$ cat src/rtl/mcu_pkg.sv
// rtl/mcu_pkg.sv - shared arbiter state encoding, requester indices and width helper
package mcu_pkg;

    typedef enum logic [1:0] {
        ARB_IDLE  = 2'd0,
        ARB_REQ   = 2'd1,
        ARB_GRANT = 2'd2,
        ARB_TURN  = 2'd3
    } arb_state_t;

    localparam int REQ_DMA = 0;
    localparam int REQ_BLT = 1;

    // Bits needed to hold values 0..v-1, never less than one bit.
    function automatic int width_min1(input int v);
        return (v < 2) ? 1 : $clog2(v);
    endfunction

endpackage

$ cat src/rtl/prio_pick.sv
// rtl/prio_pick.sv - combinational lowest-index-first request encoder
module prio_pick #(
    parameter int N  = 2,
    parameter int IW = 1
) (
    input  logic [N-1:0]  req,
    output logic [IW-1:0] idx,
    output logic          valid
);

    // Scan from the top down so the lowest set index is the last one written.
    always_comb begin
        idx   = '0;
        valid = 1'b0;
        for (int i = N - 1; i >= 0; i--) begin
            if (req[i]) begin
                idx   = IW'(i);
                valid = 1'b1;
            end
        end
    end

endmodule

$ cat src/rtl/bus_arbiter.sv
// rtl/bus_arbiter.sv - 68000 bus mastership sequencer for on-chip masters
module bus_arbiter
    import mcu_pkg::*;
#(
    parameter int NREQ       = 2,
    parameter int HOLD_MAX   = 64,
    parameter int TURNAROUND = 1,
    parameter int CHAIN      = 1
) (
    input  logic            clock,
    input  logic            resb,
    input  logic            as_n,
    input  logic            bg_n,
    output logic            br_n,
    output logic            bgack_n,
    input  logic [NREQ-1:0] req,
    output logic [NREQ-1:0] gnt,
    output logic [NREQ-1:0] yield,
    output logic            busy
);

    localparam int IW = width_min1(NREQ);
    localparam int HW = width_min1(HOLD_MAX + 1);
    localparam logic [HW-1:0] HOLD_LIM  = HW'(HOLD_MAX);
    localparam logic [1:0]    TURN_LOAD = 2'(TURNAROUND - 1);

    arb_state_t      state_q, state_d;
    logic [IW-1:0]   win_q, win_d;
    logic [HW-1:0]   hold_q, hold_d;
    logic [HW-1:0]   hold_inc;
    logic [1:0]      turn_q, turn_d;
    logic            br_n_q, br_n_d;
    logic            bgack_n_q, bgack_n_d;
    logic [NREQ-1:0] gnt_q, gnt_d;
    logic [NREQ-1:0] yield_q, yield_d;
    logic            busy_q, busy_d;

    logic [IW-1:0]   pick_idx;
    logic            pick_valid;
    logic            higher_pend;
    logic            other_pend;

    prio_pick #(
        .N  (NREQ),
        .IW (IW)
    ) u_pick (
        .req   (req),
        .idx   (pick_idx),
        .valid (pick_valid)
    );

    // Pending-request summaries relative to the current winner.
    always_comb begin
        higher_pend = 1'b0;
        other_pend  = 1'b0;
        for (int i = 0; i < NREQ; i++) begin
            if (req[i] && (IW'(i) < win_q))  higher_pend = 1'b1;
            if (req[i] && (IW'(i) != win_q)) other_pend  = 1'b1;
        end
    end

    // Next-state logic for the handshake FSM, hold counter and output registers.
    always_comb begin
        state_d   = state_q;
        win_d     = win_q;
        hold_d    = hold_q;
        turn_d    = turn_q;
        br_n_d    = br_n_q;
        bgack_n_d = bgack_n_q;
        gnt_d     = gnt_q;
        yield_d   = yield_q;
        hold_inc  = (hold_q == HOLD_LIM) ? hold_q : hold_q + HW'(1);

        case (state_q)
            ARB_IDLE: begin
                if (pick_valid) begin
                    win_d   = pick_idx;
                    br_n_d  = 1'b0;
                    state_d = ARB_REQ;
                end
            end
            ARB_REQ: begin
                if (!bg_n && as_n && req[win_q]) begin
                    bgack_n_d    = 1'b0;
                    gnt_d        = '0;
                    gnt_d[win_q] = 1'b1;
                    hold_d       = '0;
                    state_d      = ARB_GRANT;
                end else if (!req[win_q]) begin
                    if (pick_valid) begin
                        win_d = pick_idx;
                    end else begin
                        br_n_d  = 1'b1;
                        turn_d  = TURN_LOAD;
                        state_d = ARB_TURN;
                    end
                end
            end
            ARB_GRANT: begin
                // BR is dropped on the first grant clock so it overlaps BGACK by one clock.
                br_n_d = 1'b1;
                if (!req[win_q]) begin
                    gnt_d   = '0;
                    yield_d = '0;
                    hold_d  = '0;
                    turn_d  = TURN_LOAD;
                    state_d = ARB_TURN;
                end else begin
                    hold_d = hold_inc;
                    // Using the post-increment count makes yield land after exactly HOLD_MAX grant clocks.
                    if (higher_pend ||
                        ((HOLD_MAX != 0) && (hold_inc == HOLD_LIM) && other_pend)) begin
                        yield_d[win_q] = 1'b1;
                    end
                end
            end
            ARB_TURN: begin
                if (turn_q != 2'd0) begin
                    turn_d = turn_q - 2'd1;
                end else if ((CHAIN != 0) && pick_valid && !bgack_n_q) begin
                    win_d           = pick_idx;
                    gnt_d           = '0;
                    gnt_d[pick_idx] = 1'b1;
                    hold_d          = '0;
                    state_d         = ARB_GRANT;
                end else begin
                    bgack_n_d = 1'b1;
                    state_d   = ARB_IDLE;
                end
            end
            default: begin
                state_d = ARB_IDLE;
            end
        endcase

        busy_d = (state_d != ARB_IDLE);
    end

    // State and output registers; reset drops every output immediately.
    always_ff @(posedge clock or negedge resb) begin
        if (!resb) begin
            state_q   <= ARB_IDLE;
            win_q     <= '0;
            hold_q    <= '0;
            turn_q    <= '0;
            br_n_q    <= 1'b1;
            bgack_n_q <= 1'b1;
            gnt_q     <= '0;
            yield_q   <= '0;
            busy_q    <= 1'b0;
        end else begin
            state_q   <= state_d;
            win_q     <= win_d;
            hold_q    <= hold_d;
            turn_q    <= turn_d;
            br_n_q    <= br_n_d;
            bgack_n_q <= bgack_n_d;
            gnt_q     <= gnt_d;
            yield_q   <= yield_d;
            busy_q    <= busy_d;
        end
    end

    assign br_n    = br_n_q;
    assign bgack_n = bgack_n_q;
    assign gnt     = gnt_q;
    assign yield   = yield_q;
    assign busy    = busy_q;

endmodule

$ cat config.mk
export PLATFORM = sky130hd
export DESIGN_NAME = bus_arbiter
export DESIGN_NICKNAME = d
export VERILOG_FILES = /design/src/rtl/mcu_pkg.sv /design/src/rtl/prio_pick.sv /design/src/rtl/bus_arbiter.sv
export SDC_FILE = /design/constraint.sdc
export NUM_CORES = 1
export LEC_CHECK = 0
export CAP_MARGIN = 20
export CORE_MARGIN = 2
export CORE_UTILIZATION = 56
export CTS_BUF_LIST = sky130_fd_sc_hd__clkbuf_16
export CTS_CLUSTER_SIZE = 16
export DETAILED_ROUTE_END_ITERATION = 10
export DONT_BUFFER_PORTS = 1
export GPL_TIMING_DRIVEN = 0
export PLACE_DENSITY = 0.76
export SLEW_MARGIN = 25
export SYNTH_ARGS = -nofsm -noshare
export SYNTH_HDL_FRONTEND = slang
export SYNTH_HIERARCHICAL = 1
export SYNTH_SLANG_ARGS = --single-unit
$ cat constraint.sdc
create_clock -name clock -period 2.6 [get_ports clock]
set_input_delay 0.52 -clock clock [delete_from_list [all_inputs] [get_ports clock]]
set_output_delay 0.52 -clock clock [all_outputs]
set_load 0.02 [all_outputs]
==> impl_metrics.toml, run 1 <==
[power_and_ir_drop]
intPower_w = 0.000836
swShare = 0.424
leakagePower_nw = 0.588
p_per_area_nw_per_um2 = 1030
pwr-share-clk = 0.214
combPwrFrac = 0.444
seqPwrFrac = 0.342
switchingPower_w = 0.000616
vdd_drop_max_mv = 0.545

[cells_and_area]
drive_above_1_share = 0.0987
syn2layout_area_growth_pct = 9.63
fin_nets = 167
insertedDiodeCount = 0
register_area_um2 = 478
fill_cells = 181
fin_util = 0.644
multi_input_area_um2 = 737
postLayoutCellArea_um2 = 1410

[floorplanning]
core-area_um2 = 2190
die_width_um = 51.9
start_util = 0.587
ioPinCount = 13
placementRows = 17
die_h_um = 51.9
dieArea_um2 = 2700

[sta]
clock_skew_ns = 0.00415
fin_ws_ns = 0.423
fin_crit_sh = 0.837
slew_headroom = 0.448
period_needed_ns = 2.18
fin_setup_tns_ns = 0
rsz0062_at_grt = "false"
hold_viol_final = 0
final_max_slew_viol_count = 0
tightest_slew_ns = 0.825
setup_viol = 0
fmax_ghz = 0.459

[cts]
ctsLongestPathBuffers = 2
clk_latency_ns = 0.25
numCtsBuffers = 3
post-cts-setup-buffers = 0
clk_pin_slew_ns = 0.05
clockRootBuffer = "clkbuf_16"
cts_sinks = 19
cts_tree = "built"
cts.repair.resized = 0
htreeDepth = 1

[critical_path]
r2r_cells = 7
timing.reg2reg.setup_slack_ns = 0.42
path_class = "reg2reg"
r2r-end = "hold_q[4]"
worst-path-max-fanout = 10
cp_cell_sequence = "inv_1 > ha_1 > clkbuf_1 > a21oi_1 > nand2_4 > or3_4 > o31ai_2"
cp.arrival_ns = 2.33
worstPathRequired_ns = 2.76
critical_path.endpoint_type = "register"
start_kind = "register"
r2r-start = "state_q[1]"
critical-path-max-stage-delay_ns = 0.44
slowest_stage = "or3_4"

[yosys]
synth.area.top_cells = "dfrtp_1, ha_1, nand2_1"
syn_area_um2 = 1290
ys_types = 41
yosys_register_bits = 19
postSynthAreaPerCell_um2 = 8.75
synth_warnings = 6
synth_nets = 161
syn-instance-count = 147
yosysTopAreaCell = "dfrtp_1"
synth_top_area_share = 0.331
ys_seq_area_frac = 0.372

[job]
maxCapViolations = 0

[global_routing]
grt.total_usage = 0.210
grt_pass1_vias = 1031
overflow = 0
grt_pass1_wl_um = 4310
antenna_found_initial = 0
grt_max_degree = 18

[hold_path]
hp-class = "in2async"

[outcome]
outcome = "finished, final reports clean"

[placed_design]
dpl.hpwl_um = 1930
dp_worst_setup_slack_ns = 0.427
portBuffers = 0
placed_cell_area_um2 = 1320
gp_congestion = 0.816

[route]
ant_nets = 0
wl_per_cell_um = 14.4
drt_pass1_iterations = 5
routed_via_density = 6.06
drt-initial-drc-count = 14
remaining_drc_errors = 0
via_count = 1091
wl_um = 2590
[state kept, by name (all words and copies together) (netlist names)]
register / count
br_n: 1
hold_q: 7
state_q: 2
win_q: 1
yield: 2
turn_q: 2
busy: 1
bgack_n: 1
gnt: 2
[per-layer routing]
metal	track usage	routed length, um	vias up
li1	-	-	534
met1	0.271	1140	528
met2	0.350	1320	23
met3	0.0201	86	6
met4	0.105	46	0
met5	0	0	-
[synth_stat cells]
cell type and n:
inv_1 10, a21boi_0 1, dfrtp_1 17, nand2b_1 4
nor3b_1 3, o21ai_1 5, dfstp_2 2, nand2_1 17
a21oi_1 8, a32oi_1 1, a311oi_1 1, nand4_1 1
a31oi_1 3, xor2_1 2, ha_1 8, nor2b_1 1
mux2_1 2, nand3_1 9, a22o_1 1, nand3b_1 1
o31ai_2 2, clkbuf_1 6, mux2i_2 1, nand4b_1 1
and3_1 3, o21ai_0 10, o211ai_1 1, xnor2_1 2
a221oi_2 1, or3_4 1, inv_2 1, nor4_1 1
mux2_2 1, nor2_1 8, o41ai_1 2, a211oi_1 1
buf_4 1, or2_1 2, o31ai_1 3, nand2_4 1
o21ai_4 1
[how the worst max path moves through the flow]
stage | start | endpoint | slack, ns | cells past startpoint
2_1_floorplan | state_q[1] | hold_q[4] | 0.70 | 7
4_1_cts | state_q[1] | hold_q[4] | 0.41 | 7
5_1_grt | state_q[1] | hold_q[5] | 0.29 | 7
3_3_place_gp | state_q[1] | hold_q[5] | 0.51 | 7
6_report | state_q[1] | hold_q[4] | 0.42 | 7
3_5_place_dp | state_q[1] | hold_q[4] | 0.43 | 7
[cells by family after synthesis]
| family | Yosys count | share of synthesized area |
|---|---|---|
| xor gates and xnor gates | 4 | 0.0272 |
| muxes | 4 | 0.0370 |
| DFF | 19 | 0.372 |
| AOI/OAI and AO/OA | 41 | 0.217 |
| and+or+nand+nor | 53 | 0.214 |
| buffers and inverters | 18 | 0.0554 |
| adders and majority gates | 8 | 0.0778 |
[what timing repair did]
action / 4_1_cts / 5_1_grt
setup endpoints to repair: 0 / 0
endpoints found under the hold margin: 17 / 0
hold buffers: 1 / 0
[cell usage in the layout (no fill, tap or decap), drive strengths merged, types with 5 or more instances in the layout]
| cell type | n |
|---|---|
| ha | 8 |
| nor2 | 8 |
| o21ai | 16 |
| dfrtp | 17 |
| o31ai | 5 |
| a21oi | 8 |
| clkbuf | 9 |
| nand2 | 18 |
| nand3 | 9 |
| inv | 12 |
[layout make-up]
cell class              instances  area share
multi-input cells             110       0.523
flip-flops and latches         19       0.339
clock buffers                   3      0.0532
inverters                      11      0.0293
well taps                      28      0.0248
plain buffers                   7      0.0213
repair buffers                  1     0.00710
clock inverters                 1     0.00266
[critical path, delay by kind of cell, from the launching register on]
| kind | cells | cell delay, ns |
|---|---|---|
| AND/OR/NAND/NOR | 2 | 0.58 |
| adder cells (fa/ha/maj) | 1 | 0.20 |
| AO/OA/AOI/OAI | 2 | 0.59 |
| flip-flops | 1 | 0.41 |
| buffers and inverters | 2 | 0.32 |
[stage by stage]
step | total power [W] | hold WS [ns] | instances
2_1_floorplan | 0.00101 | 0.224 | 147
3_3_place_gp | 0.00111 | 0.225 | 175
3_5_place_dp | 0.00114 | 0.225 | 175
4_1_cts | 0.00146 | 0.110 | 180
5_1_grt | 0.00155 | 0.105 | 180
6_report | 0.00145 | 0.115 | 180
[power groups by stage]
| stage | combinational [W] | sequential (W) | clock [W] |
|---|---|---|---|
| 2_1_floorplan | 0.000521 | 0.000484 | 0 |
| 3_3_place_gp | 0.000610 | 0.000497 | 0 |
| 3_5_place_dp | 0.000633 | 0.000502 | 0 |
| 4_1_cts | 0.000645 | 0.000496 | 0.000317 |
| 5_1_grt | 0.000722 | 0.000506 | 0.000326 |
| 6_report | 0.000644 | 0.000497 | 0.000310 |
No activity file was read; power rests on OpenSTA's default activity.
==> run 2: changes to the inputs <==
- clock period: 2.6 -> 2.18 ns (I/O delays scaled with it)
==> impl_metrics.toml, run 2 (synthesis results as in run 1) <==
[job]
maxCapViolations = 0

[power_and_ir_drop]
p_per_area_nw_per_um2 = 1240
leakagePower_nw = 0.593
switchingPower_w = 0.000750
combPwrFrac = 0.452
intPower_w = 0.00101
seqPwrFrac = 0.337
swShare = 0.426
pwr-share-clk = 0.211
vdd_drop_max_mv = 0.671

[route]
via_count = 1096
wl_per_cell_um = 14.6
drt_pass1_iterations = 4
routed_via_density = 6.09
ant_nets = 0
drt-initial-drc-count = 14
remaining_drc_errors = 0
wl_um = 2620

[sta]
fin_crit_sh = 0.933
hold_viol_final = 0
period_needed_ns = 2.03
final_max_slew_viol_count = 0
fin_setup_tns_ns = 0
tightest_slew_ns = 0.821
slew_headroom = 0.451
setup_viol = 0
fmax_ghz = 0.492
clock_skew_ns = 0.00312
fin_hold_ws_ns = 0.0298
rsz0062_at_grt = "false"

[critical_path]
worstPathRequired_ns = 2.34
slowest_stage = "or3_4"
worst-path-buf-inv = 2
cp.arrival_ns = 2.19
cp_cell_sequence = "inv_1 > ha_1 > clkbuf_1 > a21oi_4 > nand2_4 > or3_4 > o31ai_2"
start_kind = "register"
r2r-start = "state_q[1]"
r2r_cells = 7
path_class = "reg2reg"
timing.reg2reg.setup_slack_ns = 0.15
critical_path.endpoint_type = "register"
cp_top_family = "simple AND/OR/NAND/NOR gates"
r2r-end = "hold_q[4]"
worst-path-max-fanout = 10
critical-path-max-stage-delay_ns = 0.43

[cells_and_area]
fin_nets = 167
fill_cells = 182
final_cell_mix = "nand2_1, dfrtp_1, inv_1, o21ai_0, nand3_1"
multi_input_area_um2 = 748
drive_above_1_share = 0.112
syn2layout_area_growth_pct = 10.6
largest_register = "hold_q"
largest_reg_flops = 7
insertedDiodeCount = 0
register_area_um2 = 478

[cts]
cts_tree = "built"
htreeDepth = 1
post-cts-setup-buffers = 0
ctsLongestPathBuffers = 2
numCtsBuffers = 3
clk_latency_ns = 0.25
clockRootBuffer = "clkbuf_16"
clk_pin_slew_ns = 0.05
cts_sinks = 19

[placed_design]
gp_congestion = 0.816
dpl.hpwl_um = 1930
portBuffers = 0

[global_routing]
grt_pass1_wl_um = 4350
grt_max_degree = 18
grt_pass1_vias = 1031
grt.total_usage = 0.213
overflow = 0
antenna_found_initial = 0

[hold_path]
hp-class = "in2async"

[floorplanning]
dieArea_um2 = 2700
placementRows = 17
core-area_um2 = 2190
die_width_um = 51.9
die_h_um = 51.9
start_util = 0.587
ioPinCount = 13

[outcome]
outcome = "finished, final reports clean"
## run 2: how the worst max path moves through the flow
stage	start	end	slack (ns)	cells past startpoint
5_1_grt	state_q[1]	hold_q[5]	0.05	7
2_1_floorplan	state_q[1]	hold_q[4]	0.28	7
3_5_place_dp	state_q[1]	hold_q[4]	0.007	7
3_3_place_gp	state_q[1]	hold_q[5]	0.09	7
6_report	state_q[1]	hold_q[4]	0.15	7
4_1_cts	state_q[0]	hold_q[4]	0.06	6
## run 2: layout make-up
class | instances | share of cell area
inverters | 11 | 0.0290
well taps | 28 | 0.0246
repair buffers | 1 | 0.00704
clock inverters | 1 | 0.00264
plain buffers | 7 | 0.0220
clock buffers | 3 | 0.0528
flip-flops and latches | 19 | 0.336
multi-input cells | 110 | 0.526
## run 2: power groups by stage
stage                     Combinational [W]  Sequential [W]  Clock, W
after floorplan                    0.000622        0.000577         0
after global routing               0.000886        0.000604  0.000388
final                              0.000794        0.000593  0.000371
after CTS                          0.000776        0.000592  0.000378
after detailed placement           0.000756        0.000598         0
after global placement             0.000728        0.000593         0
## run 2: what timing repair did
| item | 4_1_cts | 5_1_grt |
|---|---|---|
| hold buffers | 1 | 0 |
| hold endpoints to repair | 17 | 0 |
| gates resized for setup | 1 | 3 |
| gates cloned | 0 | 0 |
| endpoints found under the setup margin | 2 | 3 |
## run 2: metrics by stage
step	power (W)	cells	area (um2)	setup WS (ns)	utilization
after detailed placement	0.00135	175	1320	0.00725	0.603
after floorplan	0.00120	147	1290	0.280	-
after global placement	0.00132	175	1320	0.0864	0.603
after global routing	0.00188	180	1420	0.0467	0.649
after CTS	0.00175	180	1410	0.0572	0.645
final	0.00176	180	1420	0.146	0.649
## run 2: metal layers
| metal | wire length [um] | global-route usage | part of all wire |
|---|---|---|---|
| met1 | 1160 | 0.274 | 0.44 |
| met2 | 1330 | 0.357 | 0.51 |
| met3 | 101 | 0.0201 | 0.039 |
| met4 | 31 | 0.101 | 0.012 |
| met5 | 0 | 0 | 0 |
==> run 3: changes to the inputs <==
- GPL_TIMING_DRIVEN: 0 -> not set
==> impl_metrics.toml, run 3 (synthesis results as in run 1) <==
[power_and_ir_drop]
p_per_area_nw_per_um2 = 1260
swShare = 0.426
pwr-share-clk = 0.205
combPwrFrac = 0.446
total_power_w = 0.00177
switchingPower_w = 0.000753
seqPwrFrac = 0.350
leakagePower_nw = 0.590
vdd_drop_max_mv = 0.678
intPower_w = 0.00102

[route]
remaining_drc_errors = 0
wl_per_cell_um = 15.4
drt-initial-drc-count = 43
routed_via_density = 6.28
via_count = 1105
ant_nets = 0
wl_met1_um = 1170
wl_met3_um = 112
wl_um = 2710
drt_pass1_iterations = 4
routed-wl-met2_um = 1400
top_layer = "met4"

[job]
maxCapViolations = 0

[critical_path]
cp.arrival_ns = 2.10
cp_top_family = "simple AND/OR/NAND/NOR gates"
worst-path-max-fanout = 10
start_kind = "register"
worst-path-buf-inv = 1
critical-path-max-stage-delay_ns = 0.44
cp_cell_sequence = "inv_1 > ha_1 > nand3b_1 > a21oi_2 > nand2_4 > or3_4 > o31ai_2"
critical_path.endpoint_type = "register"
slowest_stage = "or3_4"
worstPathRequired_ns = 2.33
path_class = "reg2reg"

[cells_and_area]
final_cell_mix = "nand2_1, dfrtp_1, inv_1, o21ai_0, nand3_1"
fin_nets = 163
syn2layout_area_growth_pct = 9.34
largest_register = "hold_q"
largest_reg_flops = 7
drive_above_1_share = 0.122
insertedDiodeCount = 0

[cts]
post-cts-setup-buffers = 0
clk_pin_slew_ns = 0.05
cts_tree = "built"
htreeDepth = 1
cts_sinks = 19
clockRootBuffer = "clkbuf_16"
ctsLongestPathBuffers = 2
numCtsBuffers = 3
clk_latency_ns = 0.24

[floorplanning]
start_util = 0.587
core-area_um2 = 2190
die_h_um = 51.9
dieArea_um2 = 2700
die_width_um = 51.9
ioPinCount = 13
placementRows = 17

[sta]
clock_skew_ns = 0.00139
slew_headroom = 0.482
fin_crit_sh = 0.895
final_max_slew_viol_count = 0
rsz0062_at_grt = "false"
fin_hold_ws_ns = 0.0301
tightest_slew_ns = 0.774
hold_viol_final = 0
fin_setup_tns_ns = 0
setup_viol = 0
period_needed_ns = 1.95
fmax_ghz = 0.513

[outcome]
outcome = "finished, final reports clean"

[global_routing]
grt_pass1_wl_um = 4640
grt_max_degree = 18
grt_pass1_vias = 1040
overflow = 0
antenna_found_initial = 0
grt.total_usage = 0.235

[placed_design]
gp_congestion = 0.837
portBuffers = 0
dpl.hpwl_um = 1960

[hold_path]
hp-class = "in2async"
## run 3: changes by cell type in the layout (fill, tap and decap cells not counted), sizes merged
cell,delta
clkbuf,-6
buf,+2
## run 3: final timing paths
| path | from | end | slack, ns | cells past startpoint |
|---|---|---|---|---|
| setup / recovery | turn_q[0] | hold_q[5] | 0.23 | 7 |
| min in group clock | req[0] | yield[1] | 0.38 | 1 |
| hold reg to reg | turn_q[1] | turn_q[1] | 0.48 | 2 |
| hold / removal | resb | bgack_n | 0.03 | 0 |
| setup reg to reg | turn_q[0] | hold_q[5] | 0.23 | 7 |
| max in group asynchronous | resb | turn_q[0] | 0.98 | 1 |
## run 3: cell type report
type | instances | area, um2
Fill cell | 193 | 785
Multi-Input combinational cell | 110 | 741
Sequential cell | 19 | 478
Clock buffer | 3 | 75.1
Inverter | 11 | 41.3
Tap cell | 28 | 35.0
Timing Repair Buffer | 4 | 32.5
Clock inverter | 1 | 3.75
## run 3: repair_timing
action	in CTS	in global routing
gates resized for setup	0	1
hold buffers	1	0
endpoints found under the setup margin	0	1
hold endpoints to repair	17	0
## run 3: worst reg2reg max path: cells and delay by family (launching register included)
family / cells / cell delay, ns
buffers and inverters: 1 / 0.07
DFF: 1 / 0.39
and+or+nand+nor: 3 / 0.69
adders and majority gates: 1 / 0.22
AOI/OAI and AO/OA: 2 / 0.50
## run 3: metal layers
layer / vias to the layer above / global-route usage
li1: 523 / -
met1: 548 / 0.292
met2: 30 / 0.399
met3: 4 / 0.0517
met4: 0 / 0.0833
met5: - / 0
## run 3: power by group through the flow
stage               registers, W  clock network [W]  logic [W]
floorplan               0.000577                  0   0.000622
global placement        0.000614                  0   0.000726
detailed placement      0.000621                  0   0.000757
CTS                     0.000616           0.000371   0.000777
global route            0.000638           0.000392   0.000885
finish                  0.000619           0.000362   0.000788
## run 3: metrics by stage
stage                     setup WS (ns)   util  std cells  cell area [um2]
after floorplan                   0.280      -        147             1290
after global placement            0.247  0.600        171             1310
after detailed placement          0.150  0.600        171             1310
after CTS                         0.139  0.640        176             1400
after global routing              0.128  0.642        176             1410
final                             0.230  0.642        176             1410
